<file path="src/rtl/hazard_scoreboard_unit.sv">
// Hazard/forwarding controller for a 5-stage RV32I pipeline. It tracks its own EX/MEM/WB
// destination tags and scoreboards one outstanding long-latency (MUL/DIV) operation.
module hazard_scoreboard_unit #(
    parameter int NUM_RD_PORTS = 2,
    parameter int REG_ADDR_W   = 5,
    parameter int MAX_LONG_LAT = 40
) (
    input  logic                               clk,
    input  logic                               rst_n,
    input  logic                               id_valid,
    input  logic [NUM_RD_PORTS*REG_ADDR_W-1:0] id_rs,
    input  logic [NUM_RD_PORTS-1:0]            id_rs_used,
    input  logic [REG_ADDR_W-1:0]              id_rd,
    input  logic                               id_regwrite,
    input  logic                               id_is_load,
    input  logic                               id_is_long,
    input  logic                               flush,
    input  logic                               long_wb_valid,
    input  logic [REG_ADDR_W-1:0]              long_wb_rd,
    output logic                               stall,
    output logic [2:0]                         stall_cause,
    output logic [NUM_RD_PORTS*3-1:0]          fwd_sel,
    output logic                               long_busy,
    output logic                               err
);
    localparam int NUM_REGS = 2**REG_ADDR_W;
    localparam int CNT_W    = $clog2(MAX_LONG_LAT + 1);
    localparam logic [CNT_W-1:0]      LAT_MAX = CNT_W'(MAX_LONG_LAT);
    localparam logic [REG_ADDR_W-1:0] X0      = {REG_ADDR_W{1'b0}};

    typedef struct packed {
        logic                  valid;
        logic [REG_ADDR_W-1:0] rd;
        logic                  regwrite;
        logic                  is_load;
    } slot_t;

    slot_t                 ex_r, mem_r, wb_r;
    logic [NUM_REGS-1:0]   busy_vec_r;
    logic                  long_busy_r;
    logic [CNT_W-1:0]      lat_cnt_r;
    logic                  err_r;

    logic [REG_ADDR_W-1:0] rs_s [NUM_RD_PORTS];
    logic                  load_use_s, waw_s, struct_s, stall_s;
    logic [NUM_RD_PORTS*3-1:0] fwd_sel_s;
    logic                  issue_s, long_issue_s, wb_ok_s, lat_hit_s;
    logic [NUM_REGS-1:0]   clr_mask_s, set_mask_s;
    slot_t                 ex_next_s;

    function automatic logic slot_hit(input slot_t s, input logic [REG_ADDR_W-1:0] rs);
        return s.valid & s.regwrite & (s.rd != X0) & (s.rd == rs);
    endfunction

    // Unpack the source-address bus into one address per read port
    always_comb begin
        for (int p = 0; p < NUM_RD_PORTS; p++) begin
            rs_s[p] = id_rs[p*REG_ADDR_W +: REG_ADDR_W];
        end
    end

    // Forward selection (youngest producer wins) and stall-cause detection
    always_comb begin
        load_use_s = 1'b0;
        waw_s      = 1'b0;
        fwd_sel_s  = {(NUM_RD_PORTS*3){1'b0}};
        for (int p = 0; p < NUM_RD_PORTS; p++) begin
            if (id_rs_used[p] && (rs_s[p] != X0)) begin
                if (slot_hit(ex_r, rs_s[p])) begin
                    fwd_sel_s[p*3 +: 3] = 3'd1;
                end else if (slot_hit(mem_r, rs_s[p])) begin
                    fwd_sel_s[p*3 +: 3] = 3'd2;
                end else if (slot_hit(wb_r, rs_s[p])) begin
                    fwd_sel_s[p*3 +: 3] = 3'd3;
                end else if (long_wb_valid && (long_wb_rd == rs_s[p])) begin
                    fwd_sel_s[p*3 +: 3] = 3'd4;
                end else begin
                    fwd_sel_s[p*3 +: 3] = 3'd0;
                end
                if (slot_hit(ex_r, rs_s[p]) && ex_r.is_load) begin
                    load_use_s = 1'b1;
                end else begin
                    load_use_s = load_use_s;
                end
                // A long result landing this cycle is forwarded, so it no longer blocks
                if (busy_vec_r[rs_s[p]] && !(long_wb_valid && (long_wb_rd == rs_s[p]))) begin
                    waw_s = 1'b1;
                end else begin
                    waw_s = waw_s;
                end
            end else begin
                fwd_sel_s[p*3 +: 3] = 3'd0;
            end
        end
        if (id_regwrite && (id_rd != X0) && busy_vec_r[id_rd] &&
            !(long_wb_valid && (long_wb_rd == id_rd))) begin
            waw_s = 1'b1;
        end else begin
            waw_s = waw_s;
        end
        struct_s = id_is_long & long_busy_r & ~long_wb_valid;
        if (!(id_valid && !flush)) begin
            load_use_s = 1'b0;
            waw_s      = 1'b0;
            struct_s   = 1'b0;
        end else begin
            struct_s   = struct_s;
        end
        stall_s = load_use_s | waw_s | struct_s;
    end

    assign issue_s      = id_valid & ~stall_s & ~flush;
    assign long_issue_s = issue_s & id_is_long;
    assign wb_ok_s      = long_wb_valid & long_busy_r & busy_vec_r[long_wb_rd];
    assign clr_mask_s   = {{(NUM_REGS-1){1'b0}}, wb_ok_s} << long_wb_rd;
    assign set_mask_s   = {{(NUM_REGS-1){1'b0}}, (long_issue_s & (id_rd != X0))} << id_rd;
    assign lat_hit_s    = ~long_issue_s & long_busy_r & (lat_cnt_r == (LAT_MAX - CNT_W'(1)));

    // Next EX contents; long ops drop regwrite because the scoreboard owns their write
    always_comb begin
        if (issue_s) begin
            ex_next_s.valid    = 1'b1;
            ex_next_s.rd       = id_rd;
            ex_next_s.regwrite = id_regwrite & ~id_is_long;
            ex_next_s.is_load  = id_is_load;
        end else begin
            ex_next_s = '{valid: 1'b0, rd: X0, regwrite: 1'b0, is_load: 1'b0};
        end
    end

    // Destination-tag pipeline EX -> MEM -> WB
    always_ff @(posedge clk or negedge rst_n) begin
        if (!rst_n) begin
            ex_r  <= '{valid: 1'b0, rd: X0, regwrite: 1'b0, is_load: 1'b0};
            mem_r <= '{valid: 1'b0, rd: X0, regwrite: 1'b0, is_load: 1'b0};
            wb_r  <= '{valid: 1'b0, rd: X0, regwrite: 1'b0, is_load: 1'b0};
        end else begin
            ex_r  <= ex_next_s;
            mem_r <= ex_r;
            wb_r  <= mem_r;
        end
    end

    // Long-op scoreboard: writeback clear applies before a same-cycle issue set
    always_ff @(posedge clk or negedge rst_n) begin
        if (!rst_n) begin
            busy_vec_r  <= {NUM_REGS{1'b0}};
            long_busy_r <= 1'b0;
        end else begin
            busy_vec_r <= (busy_vec_r & ~clr_mask_s) | set_mask_s;
            if (long_issue_s) begin
                long_busy_r <= 1'b1;
            end else if (wb_ok_s) begin
                long_busy_r <= 1'b0;
            end else begin
                long_busy_r <= long_busy_r;
            end
        end
    end

    // Saturating latency counter and sticky error flag
    always_ff @(posedge clk or negedge rst_n) begin
        if (!rst_n) begin
            lat_cnt_r <= {CNT_W{1'b0}};
            err_r     <= 1'b0;
        end else begin
            if (long_issue_s) begin
                lat_cnt_r <= {CNT_W{1'b0}};
            end else if (long_busy_r && (lat_cnt_r != LAT_MAX)) begin
                lat_cnt_r <= lat_cnt_r + CNT_W'(1);
            end else begin
                lat_cnt_r <= lat_cnt_r;
            end
            if ((long_wb_valid && !wb_ok_s) || lat_hit_s) begin
                err_r <= 1'b1;
            end else begin
                err_r <= err_r;
            end
        end
    end

    assign stall       = stall_s;
    assign stall_cause = {struct_s, waw_s, load_use_s};
    assign fwd_sel     = fwd_sel_s;
    assign long_busy   = long_busy_r;
    assign err         = err_r;

endmodule
</file>
<file path="config.mk">
export PLATFORM = sky130hd
export DESIGN_NAME = hazard_scoreboard_unit
export DESIGN_NICKNAME = d
export VERILOG_FILES = /design/src/rtl/hazard_scoreboard_unit.sv
export SDC_FILE = /design/constraint.sdc
export NUM_CORES = 1
export LEC_CHECK = 0
export ABC_AREA = 0
export CORE_MARGIN = 10
export CORE_UTILIZATION = 65
export CTS_CLUSTER_SIZE = 8
export DETAILED_ROUTE_END_ITERATION = 16
export DONT_BUFFER_PORTS = 1
export GPL_ROUTABILITY_DRIVEN = 0
export PLACE_DENSITY_LB_ADDON = 0.3
export RECOVER_POWER = 100
export SLEW_MARGIN = 20
export SYNTH_ARGS = -nofsm -noshare
export SYNTH_HDL_FRONTEND = slang
export SYNTH_SLANG_ARGS = --single-unit
export TNS_END_PERCENT = 30
</file>
<file path="constraint.sdc">
create_clock -name clk -period 6.99 [get_ports clk]
set_input_delay 0.699 -clock clk [delete_from_list [all_inputs] [get_ports clk]]
set_output_delay 0.699 -clock clk [all_outputs]
set_load 0.01 [all_outputs]
</file>
==> results of run 1 <==
## cells in the final DEF (no fill, tap or decap), drive strengths merged, types with 3 or more instances in the layout
master / n
nand2: 19
nor4: 9
mux2: 12
clkbuf: 11
clkinv: 3
nand2b: 5
a22oi: 10
o41ai: 31
bufinv: 3
or4: 5
mux2i: 21
o21ai: 30
nand3: 37
o31ai: 6
nor2b: 3
dfrtp: 62
nor2: 32
a31oi: 5
a221oi: 3
mux4: 21
o211ai: 3
xor2: 24
inv: 18
xnor2: 25
nand4: 10
a21oi: 13
nor3: 19
## report_power, final
group	leakage [µW]	total [µW]	internal, µW	switching, µW
Combinational	0.000947	226	112	114
Sequential	0.000833	470	401	69.1
Clock	0.000120	393	238	155
Total	0.00190	1090	751	338
## per-layer routing
metal | track usage | vias up | share of wire | wire (µm)
li1 | - | 1820 | - | -
met1 | 0.313 | 2031 | 0.37 | 5040
met2 | 0.375 | 333 | 0.46 | 6240
met3 | 0.0646 | 61 | 0.13 | 1810
met4 | 0.0977 | 0 | 0.033 | 452
met5 | 0 | - | 0 | 0
## metrics by stage
step | hold WS [ns] | setup WS [ns] | instance area (µm²)
CTS | 0.0274 | 3.29 | 4910
detailed placement | 0.370 | 3.40 | 4660
floorplan | 0.354 | 3.46 | 4750
global placement | 0.362 | 3.44 | 4660
finish | 0.0346 | 3.26 | 4870
global route | 0.0243 | 3.12 | 4870
## Yosys cell counts, types with 2 or more instances
| cell | instances | area (µm²) |
|---|---|---|
| a21boi_0 | 2 | 15.0 |
| a21oi_1 | 13 | 65.1 |
| a22oi_1 | 10 | 75.1 |
| a311o_1 | 2 | 20.0 |
| a311oi_1 | 2 | 17.5 |
| a31oi_1 | 5 | 31.3 |
| and3_1 | 2 | 12.5 |
| buf_1 | 7 | 26.3 |
| buf_2 | 9 | 45.0 |
| buf_4 | 3 | 22.5 |
| buf_6 | 2 | 22.5 |
| clkbuf_1 | 29 | 109 |
| dfrtp_1 | 62 | 1550 |
| ha_1 | 2 | 25.0 |
| inv_1 | 17 | 63.8 |
| mux2_2 | 12 | 135 |
| mux2i_1 | 21 | 210 |
| mux4_2 | 21 | 473 |
| nand2_1 | 19 | 71.3 |
| nand2b_1 | 5 | 31.3 |
| nand3_1 | 37 | 185 |
| nand4_1 | 10 | 62.6 |
| nor2_1 | 32 | 120 |
| nor2b_1 | 3 | 18.8 |
| nor3_1 | 19 | 95.1 |
| nor4_1 | 7 | 43.8 |
| nor4_2 | 2 | 25.0 |
| o211ai_1 | 3 | 22.5 |
| o21ai_0 | 23 | 115 |
| o21ai_1 | 6 | 30.0 |
| o22a_1 | 2 | 17.5 |
| o31ai_1 | 6 | 45.0 |
| o41ai_1 | 31 | 272 |
| or2_2 | 2 | 12.5 |
| or4_1 | 5 | 37.5 |
| xnor2_1 | 25 | 219 |
| xor2_1 | 24 | 210 |
## registers in the layout, summed over array words and instances (netlist names)
signal / flops
busy_vec_r: 32
err: 1
ex_r: 8
lat_cnt_r: 6
long_busy: 1
mem_r: 7
wb_r: 7
## worst max path at each step
stage	startpoint	endpoint	slack, ns	cells past startpoint
2_1_floorplan	id_rs[0]	stall_cause[1]	3.46	9
3_3_place_gp	id_rs[0]	stall	3.44	7
3_5_place_dp	id_rs[5]	stall	3.40	6
4_1_cts	busy_vec_r[27]	stall	3.29	7
5_1_grt	ex_r[5]	stall	3.12	6
6_report	ex_r[5]	stall	3.26	6
## cell families (layout without fill, tap and decap cells)
family                     after synthesis  count (layout)  synth area share
AOI/OAI and AO/OA                      115             115             0.177
and+or+nand+nor                        150             150             0.164
DFF                                     62              62             0.326
adders and majority gates                2               2           0.00526
buffers and inverters                   69              38            0.0648
muxes                                   54              54             0.172
xor gates and xnor gates                49              49            0.0903
## cell type report
type,count,area (µm²),share of cell area
inverters,18,67.6,0.0139
clock buffers,9,124,0.0254
multi-input cells,370,2860,0.588
flip-flops and latches,62,1550,0.318
clock inverters,7,120,0.0246
well taps,99,124,0.0254
repair buffers,4,22.5,0.00462
==> flow_metrics.py, run 1 <==
metrics = {
    "status": {
        "outcome": "finished, final reports clean",
    },
    "power": {
        "power_uw": 1090,
        "total_leakage_power_uw": 0.00190,
        "ir_drop_uv": 238,
        "p_per_area_nw_per_um2": 223,
    },
    "clocking": {
        "post_cts_resized": 0,
        "numCtsBuffers": 9,
        "htree_levels": 3,
        "cts.sinks": 62,
        "cts_tree": "yes",
        "cts_setup_buffers": 0,
        "hold_buffers": 0,
        "clockRootBuffer": "clkbuf_8",
        "cts.clk_slew.worst_paths_ns": 0.08,
        "cts_buffer_depth": 2,
        "clk_latency_ns": 0.36,
    },
    "grt": {
        "gr-total-overflow": 0,
        "grt_max_degree": 63,
        "globalRouteTotalUtil": 0.241,
        "grt_pass1_wl_um": 21900,
        "grt_antenna_before_repair": 0,
        "grt_pass1_vias": 4055,
    },
    "final_layout": {
        "nets": 497,
        "final_cells": 569,
        "fillers": 557,
        "syn_to_final_growth_pct": 2.53,
        "antennaDiodeCount": 0,
        "drive_gt1_frac": 0.121,
        "utilization": 0.679,
    },
    "timing": {
        "drv_slew": 0,
        "skew_ns": 0.00829,
        "max_slew_margin": 0.124,
        "fin_crit_ns": 3.73,
        "final.setup.tns_ns": 0,
        "finalHoldViolCount": 0,
        "max_freq_mhz": 268,
        "grt_setup_unrepaired": "no",
        "setup_violations": 0,
        "period_share": 0.533,
        "tightest_slew_ns": 1.31,
    },
    "floorplanning": {
        "die_h_um": 106,
        "coreArea_um2": 7180,
        "die_width_um": 106,
        "top_level_ports": 42,
        "start_util": 0.662,
        "die-area_um2": 11100,
        "rows": 31,
    },
    "logic_synthesis": {
        "synth_edf_count": 0,
        "synthFlopType": "dfrtp_1",
        "syn_nets": 533,
        "syn_avg_cell_area_um2": 9.49,
        "ys_seq_area_frac": 0.326,
        "netlist_area_um2": 4750,
        "yosys_warnings": 0,
        "async_flop_share": 1.00,
        "ys_seq_elements": 62,
        "netlist_instances": 501,
        "synth.distinct_cells": 56,
    },
    "job": {
        "cap_violations": 0,
    },
    "detailed_routing": {
        "drtIter0Drc": 757,
        "vias": 4245,
        "drc": 0,
        "avgViaCountPerCell": 7.46,
        "wirelength_um": 13500,
        "post_drt_wl_per_cell_um": 23.8,
        "ant_nets": 0,
        "drt_first_pass_iters": 6,
    },
    "critical_path": {
        "cpLargestDelayFamily": "simple AND/OR/NAND/NOR gates",
        "path_cells": "or4_1, o211ai_1, nor4_1, a22oi_1, nor3_1, a311o_1",
        "cpPeakStageDelay_ns": 0.98,
        "path_class": "reg2out",
        "cp-end-kind": "output port",
        "start_kind": "flip-flop",
        "cp_data_arrival_time_ns": 3.03,
        "crit_buf_inv": 0,
        "timing.rr.end": "busy_vec_r[19]",
        "r2r_cells": 7,
        "r2r_start": "ex_r[3]",
        "cp_max_fo": 6,
        "slowest_stage": "nor4_1",
        "r2r_slack_ns": 3.41,
        "required_ns": 6.29,
    },
    "placement": {
        "io_buffers": 0,
        "dp.cells": 552,
        "place_hpwl_um": 9500,
    },
    "min_path": {
        "min_path_type": "in2async",
    },
}
No activity file was read; power rests on OpenSTA's default activity.
==> run 2: changes to the inputs <==
==> constraint.sdc (replaced) <==
create_clock -name clk -period 3.61 [get_ports clk]
set_input_delay 0.361 -clock clk [delete_from_list [all_inputs] [get_ports clk]]
set_output_delay 0.361 -clock clk [all_outputs]
set_load 0.01 [all_outputs]
==> flow_metrics.py, run 2 (same netlist as run 1, synthesis figures left out) <==
metrics = {
    "placement": {
        "post-place-ws_ns": 0.843,
        "place_hpwl_um": 9790,
        "io_buffers": 0,
        "dp.cells": 555,
    },
    "floorplanning": {
        "die_width_um": 106,
        "start_util": 0.662,
        "coreArea_um2": 7180,
        "rows": 31,
        "top_level_ports": 42,
        "die-area_um2": 11100,
        "die_h_um": 106,
    },
    "timing": {
        "max_freq_mhz": 303,
        "fin_crit_ns": 3.29,
        "skew_ns": 0.0131,
        "period_share": 0.913,
        "layout_setup_ws_ns": 0.315,
        "final.setup.tns_ns": 0,
        "max_slew_margin": -0.0483,
        "setup_violations": 0,
        "grt_setup_unrepaired": "no",
        "finalHoldViolCount": 0,
        "drv_slew": 63,
        "tightest_slew_ns": 1.57,
    },
    "final_layout": {
        "fillers": 552,
        "syn_to_final_growth_pct": 2.63,
        "nets": 501,
        "drive_gt1_frac": 0.129,
        "final_cell_mix": "dfrtp_1, nand3_1, nor2_1, o41ai_1, o21ai_0",
        "final_cells": 573,
        "antennaDiodeCount": 0,
        "top_register": "busy_vec_r",
        "multi_input_area_um2": 2890,
        "regArea_um2": 1550,
        "reg_top3": "busy_vec_r (32), ex_r (8)",
        "layout_commonest_cell": "dfrtp_1",
        "largest_register_ffs": 32,
    },
    "critical_path": {
        "path_cells": "mux4_2, mux2_2, a221oi_1, nor4_1, a311oi_1, clkbuf_1, nor2_1",
        "start_kind": "flip-flop",
        "cp_max_fo": 8,
        "path_class": "reg2out",
        "cp_data_arrival_time_ns": 2.93,
        "required_ns": 3.25,
        "crit_buf_inv": 1,
        "cpPeakStageDelay_ns": 0.50,
        "cpLargestDelayFamily": "multiplexers",
        "cp-end-kind": "output port",
        "slowest_stage": "mux4_2",
    },
    "clocking": {
        "cts_tree": "yes",
        "cts.sinks": 62,
        "numCtsBuffers": 9,
        "clk_latency_ns": 0.36,
        "cts_setup_buffers": 0,
        "cts.clk_slew.worst_paths_ns": 0.07,
        "cts_buffer_depth": 2,
        "htree_levels": 3,
        "clockRootBuffer": "clkbuf_8",
    },
    "status": {
        "violations": "capacitance limit, slew limit",
        "outcome": "complete, but fails checks",
    },
    "grt": {
        "grt_pass1_vias": 4240,
        "globalRouteTotalUtil": 0.258,
        "gr-total-overflow": 0,
        "grt_max_degree": 63,
        "grt_antenna_before_repair": 0,
        "grt_pass1_wl_um": 23400,
    },
    "power": {
        "seqPwrFrac": 0.451,
        "power_uw": 2000,
        "sw_frac_of_total": 0.332,
        "total_leakage_power_uw": 0.00189,
        "power_frac_clock": 0.316,
        "p_switching_uw": 662,
        "p_per_area_nw_per_um2": 409,
        "comb_power_share": 0.233,
        "p_int_uw": 1330,
        "ir_drop_uv": 313,
    },
    "detailed_routing": {
        "vias": 4346,
        "drtIter0Drc": 649,
        "post_drt_wl_per_cell_um": 25.1,
        "ant_nets": 0,
        "avgViaCountPerCell": 7.58,
        "wirelength_um": 14400,
        "drc": 0,
        "drt_first_pass_iters": 5,
    },
    "job": {
        "cap_violations": 1,
    },
    "min_path": {
        "min_path_type": "in2reg",
    },
}
[run 2: changes by cell type in the layout (fill, tap and decap cells not counted), moves of 2 or more]
cell       previous run  this run
bufinv_16             3         1
nor4_1                9         7
nor4_2                0         2
clkbuf_2              0         3
[run 2: metal layers]
layer / vias to the layer above / track usage / part of all wire
met5: - / 0 / 0
met4: 0 / 0.120 / 0.039
met3: 76 / 0.0877 / 0.13
met2: 337 / 0.403 / 0.46
met1: 2105 / 0.317 / 0.37
li1: 1828 / - / -
[run 2: area by class of cell]
type,count,share of cell area
inverters,18,0.0138
clock buffers,11,0.0290
repair buffers,8,0.00975
well taps,99,0.0254
multi-input cells,370,0.592
flip-flops and latches,62,0.318
clock inverters,5,0.0121
[run 2: through the flow]
stage	instance area, µm²	hold WS, ns	util
after detailed placement	4680	0.0675	0.652
after global routing	4880	0.0581	0.680
final	4880	0.0657	0.680
after global placement	4680	0.0686	0.652
after floorplan	4750	0.0654	-
after CTS	4920	0.0521	0.686
[run 2: worst reg2reg max path, delay by kind of cell (launching register included)]
kind,cells,cell delay (ns)
simple gates,1,0.31
mux,2,0.78
buf+inv,1,0.98
flops,1,0.45
compound gates,3,0.60
[run 2: final timing paths]
| path | start | endpoint | slack [ns] | depth (start not counted) |
|---|---|---|---|---|
| worst max-delay path | busy_vec_r[27] | stall_cause[1] | 0.32 | 7 |
| worst min-delay path | id_is_long | ex_r[1] | 0.07 | 1 |
| worst max register to register | busy_vec_r[15] | busy_vec_r[11] | 0.40 | 7 |
| worst min register to register | mem_r[7] | wb_r[7] | 0.39 | 0 |
| max in group asynchronous | rst_n | busy_vec_r[27] | 1.68 | 2 |
| min in group asynchronous | rst_n | busy_vec_r[13] | 0.97 | 2 |
[run 2: timing repair]
item	in CTS	in global routing
hold buffers	2	0
gates resized for setup	0	0
endpoints found under the hold margin	62	0
[run 2: power groups by stage]
| stage | logic [µW] | registers (µW) | clock network, µW |
|---|---|---|---|
| 2_1_floorplan | 421 | 858 | 0 |
| 3_3_place_gp | 431 | 899 | 0 |
| 3_5_place_dp | 445 | 908 | 0 |
| 4_1_cts | 466 | 894 | 632 |
| 5_1_grt | 513 | 913 | 668 |
| 6_report | 464 | 900 | 632 |
